<file path="src/rtl/speed_test_sequencer.sv">
// speed_test_sequencer: runs N timed tests on a masked set of generator/checker
// pairs, driven by a command word in a shared 64-bit control memory.
// Optional: define SPEED_TEST_ABORT_EN so the host can end a run early by
// clearing go in the command word while the run is in progress.
//
// state      | meaning
// IDLE       | poll command word (addr 0) for go
// LOAD       | read config words of enabled ports, one per cycle
// LOAD_STAT  | write status word (testing)
// WAIT_READY | wait until all enabled generators and checkers are ready
// START      | one-cycle start pulse on enabled ports
// RUN        | count the test duration
// STOP       | one-cycle stop pulse on enabled ports
// DRAIN      | wait until all enabled checkers are idle
// WRITEBACK  | store each enabled port's result for this run
// FIN_STAT   | write final status word
// FIN_CMD    | write command word back with go cleared
module speed_test_sequencer #(
  parameter int MEM_ADDR_WIDTH = 9,
  parameter int TEST_PORT      = 4,
  parameter int MAX_RUNS       = 8,
  parameter int CFG_BASE       = 8,
  parameter int RES_BASE       = 16,
  parameter int TIMEOUT_CYCLES = 65536
) (
  input  logic                      clk,
  input  logic                      rst,
  output logic                      mem_we,
  output logic [MEM_ADDR_WIDTH-1:0] mem_addr,
  output logic [63:0]               mem_din,
  input  logic [63:0]               mem_dout,
  input  logic [TEST_PORT-1:0]      gen_ready,
  input  logic [TEST_PORT-1:0]      check_ready,
  input  logic [TEST_PORT*64-1:0]   check_results,
  output logic [TEST_PORT-1:0]      start,
  output logic [TEST_PORT-1:0]      stop,
  output logic [TEST_PORT*64-1:0]   port_config
);

  localparam int PW = (TEST_PORT > 1) ? $clog2(TEST_PORT) : 1;
  localparam logic [7:0]  REP_MAX  = 8'(MAX_RUNS);
  localparam logic [31:0] TMO_LOAD = 32'(TIMEOUT_CYCLES - 1);

  typedef enum logic [3:0] {
    IDLE, LOAD, LOAD_STAT, WAIT_READY, START, RUN, STOP, DRAIN,
    WRITEBACK, FIN_STAT, FIN_CMD
  } state_t;

  state_t                state_q, state_d;
  logic [63:1]           cmd_hi_q;
  logic [TEST_PORT-1:0]  mask_q;
  logic [7:0]            rep_q;
  logic [7:0]            runs_q;
  logic [31:0]           dur_q;
  logic [31:0]           tmr_q;
  logic [TEST_PORT-1:0]  pend_q;
  logic                  rd_cmd_q;
  logic                  rd_pend_q;
  logic [PW-1:0]         rd_port_q;
  logic                  f_timeout, f_empty, f_abort;

  logic [TEST_PORT-1:0]  cmd_mask;
  logic [7:0]            cmd_rep;
  logic [31:0]           cmd_dur;
  logic [PW-1:0]         low_idx;
  logic [TEST_PORT-1:0]  pend_rest;
  logic                  cmd_rd;
  logic                  timeout_ev;
  logic                  abort_ev;
  logic [13:0]           status_hi;

  // Decode and clamp the command word as it arrives from memory.
  always_comb begin
    cmd_mask = mem_dout[8 +: TEST_PORT];
    cmd_rep  = mem_dout[23:16];
    if (cmd_rep == 8'd0)
      cmd_rep = 8'd1;
    else if (cmd_rep > REP_MAX)
      cmd_rep = REP_MAX;
    cmd_dur = mem_dout[55:24];
    if (cmd_dur == 32'd0)
      cmd_dur = 32'd1;
  end

  // Lowest pending port; LOAD and WRITEBACK walk the mask in ascending order.
  always_comb begin
    low_idx = '0;
    for (int i = TEST_PORT - 1; i >= 0; i--)
      if (pend_q[i]) low_idx = PW'(i);
    pend_rest = pend_q & (pend_q - TEST_PORT'(1));
  end

  assign status_hi = {runs_q, 3'd0, f_abort, f_empty, f_timeout};

  // Next-state and output decode.
  always_comb begin
    state_d    = state_q;
    mem_we     = 1'b0;
    mem_addr   = '0;
    mem_din    = '0;
    start      = '0;
    stop       = '0;
    cmd_rd     = 1'b0;
    timeout_ev = 1'b0;
    abort_ev   = 1'b0;
    case (state_q)
      IDLE: begin
        cmd_rd = 1'b1;
        if (rd_cmd_q && mem_dout[0])
          state_d = (cmd_mask == '0) ? FIN_STAT : LOAD;
      end
      LOAD: begin
        mem_addr = MEM_ADDR_WIDTH'(CFG_BASE + int'(low_idx));
        if (pend_rest == '0) state_d = LOAD_STAT;
      end
      LOAD_STAT: begin
        mem_we   = 1'b1;
        mem_addr = MEM_ADDR_WIDTH'(1);
        mem_din  = {48'd0, status_hi, 2'd1};
        state_d  = WAIT_READY;
      end
      WAIT_READY: begin
        if ((gen_ready & check_ready & mask_q) == mask_q)
          state_d = START;
        else if (tmr_q == 32'd0) begin
          timeout_ev = 1'b1;
          state_d    = FIN_STAT;
        end
      end
      START: begin
        start   = mask_q;
        state_d = RUN;
      end
      RUN: begin
`ifdef SPEED_TEST_ABORT_EN
        cmd_rd = 1'b1;
        if (rd_cmd_q && !mem_dout[0]) begin
          abort_ev = 1'b1;
          state_d  = STOP;
        end
`endif
        if (tmr_q == 32'd1) state_d = STOP;
      end
      STOP: begin
        stop    = mask_q;
        state_d = DRAIN;
      end
      DRAIN: begin
        if ((check_ready & mask_q) == mask_q)
          state_d = WRITEBACK;
        else if (tmr_q == 32'd0) begin
          timeout_ev = 1'b1;
          state_d    = FIN_STAT;
        end
      end
      WRITEBACK: begin
        mem_we   = 1'b1;
        mem_addr = MEM_ADDR_WIDTH'(RES_BASE + int'(runs_q) * TEST_PORT + int'(low_idx));
        mem_din  = check_results[int'(low_idx)*64 +: 64];
        if (pend_rest == '0)
          state_d = (f_abort || ((runs_q + 8'd1) >= rep_q)) ? FIN_STAT : WAIT_READY;
      end
      FIN_STAT: begin
        mem_we   = 1'b1;
        mem_addr = MEM_ADDR_WIDTH'(1);
        mem_din  = {48'd0, status_hi, 2'd2};
        state_d  = FIN_CMD;
      end
      FIN_CMD: begin
        mem_we   = 1'b1;
        mem_addr = '0;
        mem_din  = {cmd_hi_q, 1'b0};
        state_d  = IDLE;
      end
      default: state_d = IDLE;
    endcase
  end

  // State register, command latch, timers, counters and config capture.
  always_ff @(posedge clk) begin
    if (rst) begin
      state_q     <= IDLE;
      cmd_hi_q    <= '0;
      mask_q      <= '0;
      rep_q       <= '0;
      runs_q      <= '0;
      dur_q       <= '0;
      tmr_q       <= '0;
      pend_q      <= '0;
      rd_cmd_q    <= 1'b0;
      rd_pend_q   <= 1'b0;
      rd_port_q   <= '0;
      f_timeout   <= 1'b0;
      f_empty     <= 1'b0;
      f_abort     <= 1'b0;
      port_config <= '0;
    end else begin
      state_q   <= state_d;
      rd_cmd_q  <= cmd_rd;
      rd_pend_q <= (state_q == LOAD);
      rd_port_q <= low_idx;
      if (rd_pend_q)
        port_config[int'(rd_port_q)*64 +: 64] <= mem_dout;

      if (state_q == IDLE && state_d != IDLE) begin
        cmd_hi_q  <= mem_dout[63:1];
        mask_q    <= cmd_mask;
        rep_q     <= cmd_rep;
        dur_q     <= cmd_dur;
        runs_q    <= '0;
        pend_q    <= cmd_mask;
        f_timeout <= 1'b0;
        f_abort   <= 1'b0;
        f_empty   <= (cmd_mask == '0);
      end

      if (state_q == LOAD || state_q == WRITEBACK)
        pend_q <= pend_rest;
      if (state_q == DRAIN && state_d == WRITEBACK)
        pend_q <= mask_q;
      if (state_q == WRITEBACK && state_d != WRITEBACK)
        runs_q <= runs_q + 8'd1;

      // One shared down-counter: ready/drain bound, or run duration.
      if ((state_d == WAIT_READY || state_d == DRAIN) && state_d != state_q)
        tmr_q <= TMO_LOAD;
      else if (state_q == START)
        tmr_q <= dur_q;
      else if (tmr_q != 32'd0)
        tmr_q <= tmr_q - 32'd1;

      if (timeout_ev) f_timeout <= 1'b1;
      if (abort_ev)   f_abort   <= 1'b1;
    end
  end

endmodule

</file>
<file path="config.mk">
export PLATFORM = sky130hd
export DESIGN_NAME = speed_test_sequencer
export DESIGN_NICKNAME = d
export VERILOG_FILES = /design/src/rtl/speed_test_sequencer.sv
export SDC_FILE = /design/constraint.sdc
export NUM_CORES = 1
export LEC_CHECK = 0
export ABC_AREA = 1
export BUFFER_PORTS_ARGS = -buffer_cell sky130_fd_sc_hd__clkbuf_2
export CAP_MARGIN = 10
export CORE_AREA = 3 3 256 258
export CTS_BUF_LIST = sky130_fd_sc_hd__clkbuf_8
export DETAILED_ROUTE_END_ITERATION = 16
export DIE_AREA = 0 0 259 261
export GPL_TIMING_DRIVEN = 0
export RECOVER_POWER = 25
export SETUP_SLACK_MARGIN = 0.2
export SYNTH_ARGS = -nofsm -noshare
export SYNTH_HDL_FRONTEND = slang
export SYNTH_SLANG_ARGS = --single-unit
export TNS_END_PERCENT = 30
</file>
<file path="constraint.sdc">
create_clock -name clk -period 2.5 [get_ports clk]
set_input_delay 0.25 -clock clk [delete_from_list [all_inputs] [get_ports clk]]
set_output_delay 0.25 -clock clk [all_outputs]
set_load 0.03 [all_outputs]
</file>
==> results.py, run 1 <==
metrics = {
    "run_status": {
        "status": "finished, violations left",
        "violations": "setup timing",
    },
    "flow_run": {
        "drv_cap": 0,
    },
    "timing": {
        "setup_viol": 94,
        "setup-tns-final_ns": -17.09,
        "hold_viol": 0,
        "fin_ws_ns": -0.3495,
        "period_minus_slack_ns": 2.849,
        "max_slew_margin": 0.2565,
        "timing.hold.ws_ns": 0.08377,
        "max_freq_mhz": 350.9,
        "rsz0062_at_grt": "true",
        "skew_ns": 0.02111,
        "fin_crit_sh": 1.140,
        "final-max-slew-violation-count": 0,
        "worstMarginPinSlew_ns": 1.115,
    },
    "synth": {
        "synth_cell_types": 48,
        "synth_ff_type": "dfxtp_1",
        "synth_cells": 2715,
        "synth_top_area_cell": "dfxtp_1",
        "synth-edff-count": 0,
        "yosysWarnings": 0,
        "synth-seq-cells": 413,
        "syn-num-nets": 3062,
        "synth_top_area_frac": 0.4278,
        "postSynthAreaPerCell_um2": 7.118,
        "synth_area_leaders": "dfxtp_1 43%, nand2_1 10%, a21oi_1 8.6%",
        "yosysSeqAreaShare": 0.4278,
        "syn_area_mm2": 0.01932,
        "async_flop_share": 0,
    },
    "min_path": {
        "min_to": "port_config[180]",
        "min_path_cells": 3,
        "min-delay-start": "mem_dout[52]",
        "hp-class": "in -> reg",
    },
    "detailed_routing": {
        "route.detailed.drc": 0,
        "drtIter0Drc": 2023,
        "dr.pass1.iters": 6,
        "wl_per_cell_um": 24.69,
        "wirelength_um": 110500,
        "drt-vias-per-instance": 5.291,
        "vias": 23676,
        "drtAntennaViolNets": 0,
    },
    "clocking": {
        "cts_max_path_buffers": 3,
        "cts.sinks": 413,
        "htree_levels": 3,
        "cts_tree": "yes",
        "clock_latency_ns": 0.66,
        "root_buffer": "clkbuf_8",
        "cts_buffers": 74,
        "clkTransAtPathRegs_ns": 0.06,
    },
    "place": {
        "gp_congestion": 0.9901,
        "place_area_mm2": 0.02373,
        "dp.cells": 4228,
        "dp_hpwl_um": 82920,
        "dpl_worst_slack_ns": -1.333,
        "port_buffers": 667,
    },
    "grt": {
        "grt_pass1_vias": 22889,
        "antenna_found_initial": 6,
        "grt-ovfl-total": 0,
        "grt_start_max_net_pins": 13,
        "grt_pass1_wl_um": 154200,
        "grt_usage": 0.3102,
    },
    "worst_setup_path": {
        "critical_path.cell_chain": "a21o_1, nand2_4, inv_6, buf_12, buf_16, clkbuf_16, nor2_2, o22ai_2, nand2_1, o21ai_1, buf_4",
        "path_class": "reg -> out",
        "reg2reg_slack_ns": -0.17,
        "worst-path-max-fanout": 10,
        "critPathCaptureType": "output pin",
        "slowest_delay_ns": 0.37,
        "rr_worst_depth": 14,
        "crit_arrival_ns": 2.60,
        "crit_buf_inv": 5,
        "cp_top_family": "buffers and inverters",
        "r2r_end": "tmr_q[20]",
        "critPathLaunchType": "flop",
        "crit_cells": 11,
        "required_ns": 2.25,
        "rr_startpoint": "runs_q[2]",
        "worst_path_max_delay_cell": "dfxtp_4",
    },
    "floorplanning": {
        "die_h_um": 261,
        "io_pins": 668,
        "rows": 92,
        "core_mm2": 0.06320,
        "dieArea_mm2": 0.06760,
        "die_w_um": 259,
        "start_util": 0.3058,
    },
    "final_layout": {
        "stdcell_area_mm2": 0.02879,
        "final_layout_size_suffix_gt1_frac": 0.2950,
        "nNetsFinal": 3913,
        "fin_cells": 4475,
        "area_growth_pct": 49.00,
        "num-fill-cells": 6571,
    },
    "power_and_ir_drop": {
        "intPower_mw": 16.69,
        "p_comb_frac": 0.522,
        "p_per_area_mw_per_mm2": 1045,
        "clockPowerShare": 0.221,
        "switchingPower_mw": 13.40,
        "p_leak_nw": 12.05,
        "p_seq_frac": 0.258,
        "sw_frac_of_total": 0.4453,
        "ir_drop_uv": 540.6,
    },
}
[layer usage]
metal,vias to the layer above,part of all wire,global-route usage
met1,11275,0.40,0.3729
li1,10912,-,-
met2,1215,0.46,0.5190
met5,-,0.00026,0
met3,270,0.087,0.08336
met4,4,0.051,0.1400
[registers in the layout, summed over array words and instances, names as in the netlist, 2 cells and up]
register,count
port_config,256
cmd_hi_q,63
dur_q,32
tmr_q,32
rep_q,8
runs_q,8
pend_q,4
state_q,4
rd_port_q,2
[power groups by stage]
stage	Clock (mW)	Combinational, mW	Sequential [mW]
floorplan	0	6.44	7.82
global placement	0	10.4	7.85
detailed placement	0	10.4	7.85
CTS	6.73	14.2	7.74
global route	7.04	16.6	7.81
finish	6.64	15.7	7.75
[worst reg2reg max path, delay by kind of cell, from the launching register on]
kind | cells | cell delay, ns
AOI/OAI and AO/OA | 2 | 0.22
xor gates and xnor gates | 1 | 0.22
adders and majority gates | 1 | 0.28
buffers and inverters | 1 | 0.16
DFF | 1 | 0.40
and+or+nand+nor | 9 | 1.27
[final cells by class]
| type | count | area, um2 | area share |
|---|---|---|---|
| Antenna cell | 5 | 12.51 | 0.0004345 |
| Buffer | 211 | 1637 | 0.05684 |
| Clock buffer | 93 | 1280 | 0.04445 |
| Clock inverter | 41 | 249.0 | 0.008647 |
| Inverter | 218 | 838.3 | 0.02911 |
| Multi-Input combinational cell | 1873 | 10530 | 0.3657 |
| Sequential cell | 413 | 8298 | 0.2882 |
| Tap cell | 846 | 1059 | 0.03676 |
| Timing Repair Buffer | 775 | 4892 | 0.1699 |
[per-stage QoR]
stage / util / power [mW]
2_1_floorplan: - / 14.27
3_3_place_gp: 0.3754 / 18.25
3_5_place_dp: 0.3754 / 18.28
4_1_cts: 0.4456 / 28.64
5_1_grt: 0.4556 / 31.45
6_report: 0.4556 / 30.08
[layout by cell type, fill, tap and decap left out, types with 24 or more instances in the layout]
cell / synthesis / final
o21ai_0: 204 / 99
nand4_1: 143 / 143
o21ai_2: 2 / 35
dlygate4sd3_1: 0 / 62
a22oi_1: 91 / 91
clkbuf_1: 165 / 232
buf_4: 0 / 55
nor2_4: 4 / 41
inv_1: 208 / 224
a21oi_2: 4 / 24
a22o_1: 33 / 33
nand2_1: 532 / 520
nor2_2: 27 / 54
buf_8: 1 / 29
nor2_1: 312 / 248
o22ai_2: 0 / 28
o21ai_1: 0 / 60
clkbuf_8: 0 / 133
a21oi_1: 332 / 312
nand3_1: 30 / 28
dfxtp_1: 413 / 399
clkbuf_2: 0 / 467
[how the worst max path moves through the flow]
stage | startpoint | to | slack, ns
4_1_cts | pend_q[2] | mem_din[28] | -0.36
3_5_place_dp | rd_port_q[0] | port_config[186] | -1.33
3_3_place_gp | rd_port_q[0] | port_config[186] | -1.31
5_1_grt | pend_q[2] | mem_din[48] | -0.40
6_report | pend_q[3] | mem_din[19] | -0.35
2_1_floorplan | rd_port_q[0] | port_config[161] | 0.20
[cells in the mapped netlist (27+ instances only)]
master and count:
nor2_2 27, nand3_1 30, nor2_1 312, nand2_1 532
clkbuf_1 165, a22oi_1 91, a22o_1 33, inv_1 208
nand4_1 143, o22ai_1 55, o21ai_0 204, dfxtp_1 413
a21oi_1 332
[cell families after synthesis]
group           count (synthesis)  share of synthesized area
xor+xnor                       21                   0.009517
buf+inv                       429                    0.08553
compound gates                756                     0.2237
fa+ha+maj                      17                    0.01101
simple gates                 1077                     0.2413
flops                         413                     0.4278
mux                             2                   0.001101
[timing repair]
action | CTS | global route
gates cloned | 11 | 3
pin swaps | 67 | 64
hold endpoints to repair | 176 | 0
buffers inserted | 20 | 12
gates resized for setup | 582 | 288
endpoints found under the setup margin | 367 | 349
hold buffers | 62 | 0
(Power assumes the default switching activity.)
==> inputs of run 2 (changes only) <==
--- a/config.mk
+++ b/config.mk
@@ -14,7 +14,7 @@
 export DIE_AREA = 0 0 259 261
 export GPL_TIMING_DRIVEN = 0
 export RECOVER_POWER = 25
-export SETUP_SLACK_MARGIN = 0.2
+export SETUP_SLACK_MARGIN = 0.05
 export SYNTH_ARGS = -nofsm -noshare
 export SYNTH_HDL_FRONTEND = slang
 export SYNTH_SLANG_ARGS = --single-unit
==> run 2 against run 1 <==
  * The run still ends with setup timing left
  * Count of clock-buffer cells in the layout shrank 6
  * Clock power fell by 3%
  * Routed wire length is 1.4% lower
  * Non-clock buffer count decreased by 4
  * Fmax rose by 4.8%
  * Die area stayed put
  * Sequential power about the same
  * Register-to-register slack got worse by 0.02 ns
  * Flip-flop and latch count is the same
  * Design area shrank 1.8%
==> results.py, run 2 (same netlist as run 1, synthesis figures left out) <==
metrics = {
    "worst_setup_path": {
        "r2r_end": "tmr_q[22]",
        "crit_arrival_ns": 2.47,
        "critPathCaptureType": "output pin",
        "critPathLaunchType": "flop",
        "required_ns": 2.25,
        "slowest_delay_ns": 0.33,
        "crit_path_start": "pend_q[2]",
        "reg2reg_slack_ns": -0.19,
        "rr_startpoint": "runs_q[2]",
        "crit_buf_inv": 5,
        "worst-path-max-fanout": 10,
        "path_class": "reg -> out",
        "critical_path.cell_chain": "inv_2, a21o_1, nand2_4, buf_4, buf_6, clkbuf_16, o21ai_0, o22ai_2, nand2_1, o21ai_0, buf_4",
        "rr_worst_depth": 14,
        "cp_top_family": "compound AO/OA/AOI/OAI gates",
        "worst_path_max_delay_cell": "dfxtp_2",
    },
    "detailed_routing": {
        "drtAntennaViolNets": 0,
        "wl_per_cell_um": 24.41,
        "wirelength_um": 109000,
        "drt-vias-per-instance": 5.299,
        "drtIter0Drc": 2095,
        "dr.pass1.iters": 6,
        "vias": 23662,
        "route.detailed.drc": 0,
    },
    "timing": {
        "fin_crit_sh": 1.088,
        "timing.hold.ws_ns": 0.05211,
        "period_minus_slack_ns": 2.720,
        "max_freq_mhz": 367.7,
        "setup_viol": 94,
        "final-max-slew-violation-count": 0,
        "hold_viol": 0,
        "fin_ws_ns": -0.2197,
        "worstMarginPinSlew_ns": 1.037,
        "rsz0062_at_grt": "true",
        "skew_ns": 0.02742,
        "max_slew_margin": 0.3086,
    },
    "place": {
        "gp_congestion": 0.9484,
        "dpl_worst_slack_ns": -1.115,
        "dp_hpwl_um": 83290,
        "port_buffers": 667,
    },
    "final_layout": {
        "nNetsFinal": 3908,
        "largest-register": "port_config",
        "largest_register_ffs": 256,
        "top_regs": "port_config: 256 flops, cmd_hi_q: 63 flops",
        "final_common_cell": "nand2_1",
        "mostFrequentLayoutCells": "528 x nand2_1, 472 x clkbuf_2, 401 x dfxtp_1",
        "area_growth_pct": 46.31,
        "final_layout_size_suffix_gt1_frac": 0.2813,
    },
    "min_path": {
        "min-delay-start": "mem_dout[31]",
        "min_to": "port_config[31]",
        "min_path_cells": 3,
        "hp-class": "in -> reg",
    },
    "clocking": {
        "cts_buffers": 72,
        "root_buffer": "clkbuf_8",
        "clkTransAtPathRegs_ns": 0.06,
        "cts_max_path_buffers": 3,
        "cts_tree": "yes",
        "cts.sinks": 413,
        "clock_latency_ns": 0.66,
        "htree_levels": 3,
    },
    "floorplanning": {
        "die_h_um": 261,
        "io_pins": 668,
        "die_w_um": 259,
        "dieArea_mm2": 0.06760,
        "rows": 92,
        "start_util": 0.3058,
        "core_mm2": 0.06320,
    },
    "grt": {
        "grt_pass1_vias": 22529,
        "antenna_found_initial": 6,
        "grt_pass1_wl_um": 151300,
        "grt_start_max_net_pins": 19,
        "grt-ovfl-total": 0,
        "grt_usage": 0.3038,
    },
    "run_status": {
        "violations": "setup timing",
        "status": "finished, violations left",
    },
    "power_and_ir_drop": {
        "p_leak_nw": 11.88,
        "p_per_area_mw_per_mm2": 1026,
        "ir_drop_uv": 469.8,
    },
    "flow_run": {
        "drv_cap": 0,
    },
}
==> run 2: power breakdown <==
part | switching, mW | internal (mW)
Clock | 2.99 | 3.47
Combinational | 9.36 | 5.44
Sequential | 0.523 | 7.22
==> run 2: cell type report <==
| class | count | area (um2) |
|---|---|---|
| clock inverters | 41 | 269.0 |
| multi-input cells | 1874 | 10300 |
| fillers | 6498 | 34920 |
| well taps | 846 | 1059 |
| inverters | 218 | 825.8 |
| plain buffers | 210 | 1570 |
| clock buffers | 87 | 1197 |
| flip-flops and latches | 413 | 8293 |
| diodes | 4 | 10.01 |
| repair buffers | 772 | 4753 |
==> run 2: routing by layer <==
metal,global-route usage,share of wire
met5,0,0.00035
met4,0.1301,0.047
met3,0.07069,0.089
met2,0.5135,0.47
met1,0.3704,0.40
==> run 2: per-stage QoR <==
stage                     utilization  cell area (um2)  TNS [ns]  total power [mW]  std cells
final                          0.4474            28270    -11.14             29.01       4465
after global routing           0.4474            28270    -19.18             30.33       4464
after CTS                      0.4380            27680    -11.66             27.71       4441
after detailed placement       0.3754            23720   -192.29             18.31       4228
after global placement         0.3754            23720   -190.72             18.29       4228
after floorplan                     -            19320         0             14.27       2715
==> run 2: worst min-delay path, stage by stage <==
cell      delay (ns)
clkbuf_2        0.20
nand4_1         0.14
a21oi_1         0.06
==> run 2: repair_timing <==
item                                    4_1_cts  5_1_grt
pin swaps                                    48       66
endpoints found under the setup margin      360      318
endpoints found under the hold margin       148        0
cloned                                        6        6
hold buffers                                 58        0
setup buffers                                22       14
resized for setup                           520      213
==> run 2: worst max path at each step <==
| stage | cells after the start | slack [ns] | to |
|---|---|---|---|
| final | 11 | -0.22 | mem_din[62] |
| after CTS | 9 | -0.28 | mem_din[50] |
| after global placement | 9 | -1.12 | port_config[184] |
| after detailed placement | 9 | -1.12 | port_config[182] |
| after global routing | 11 | -0.29 | mem_din[3] |
| after floorplan | 14 | 0.20 | tmr_q[22] |
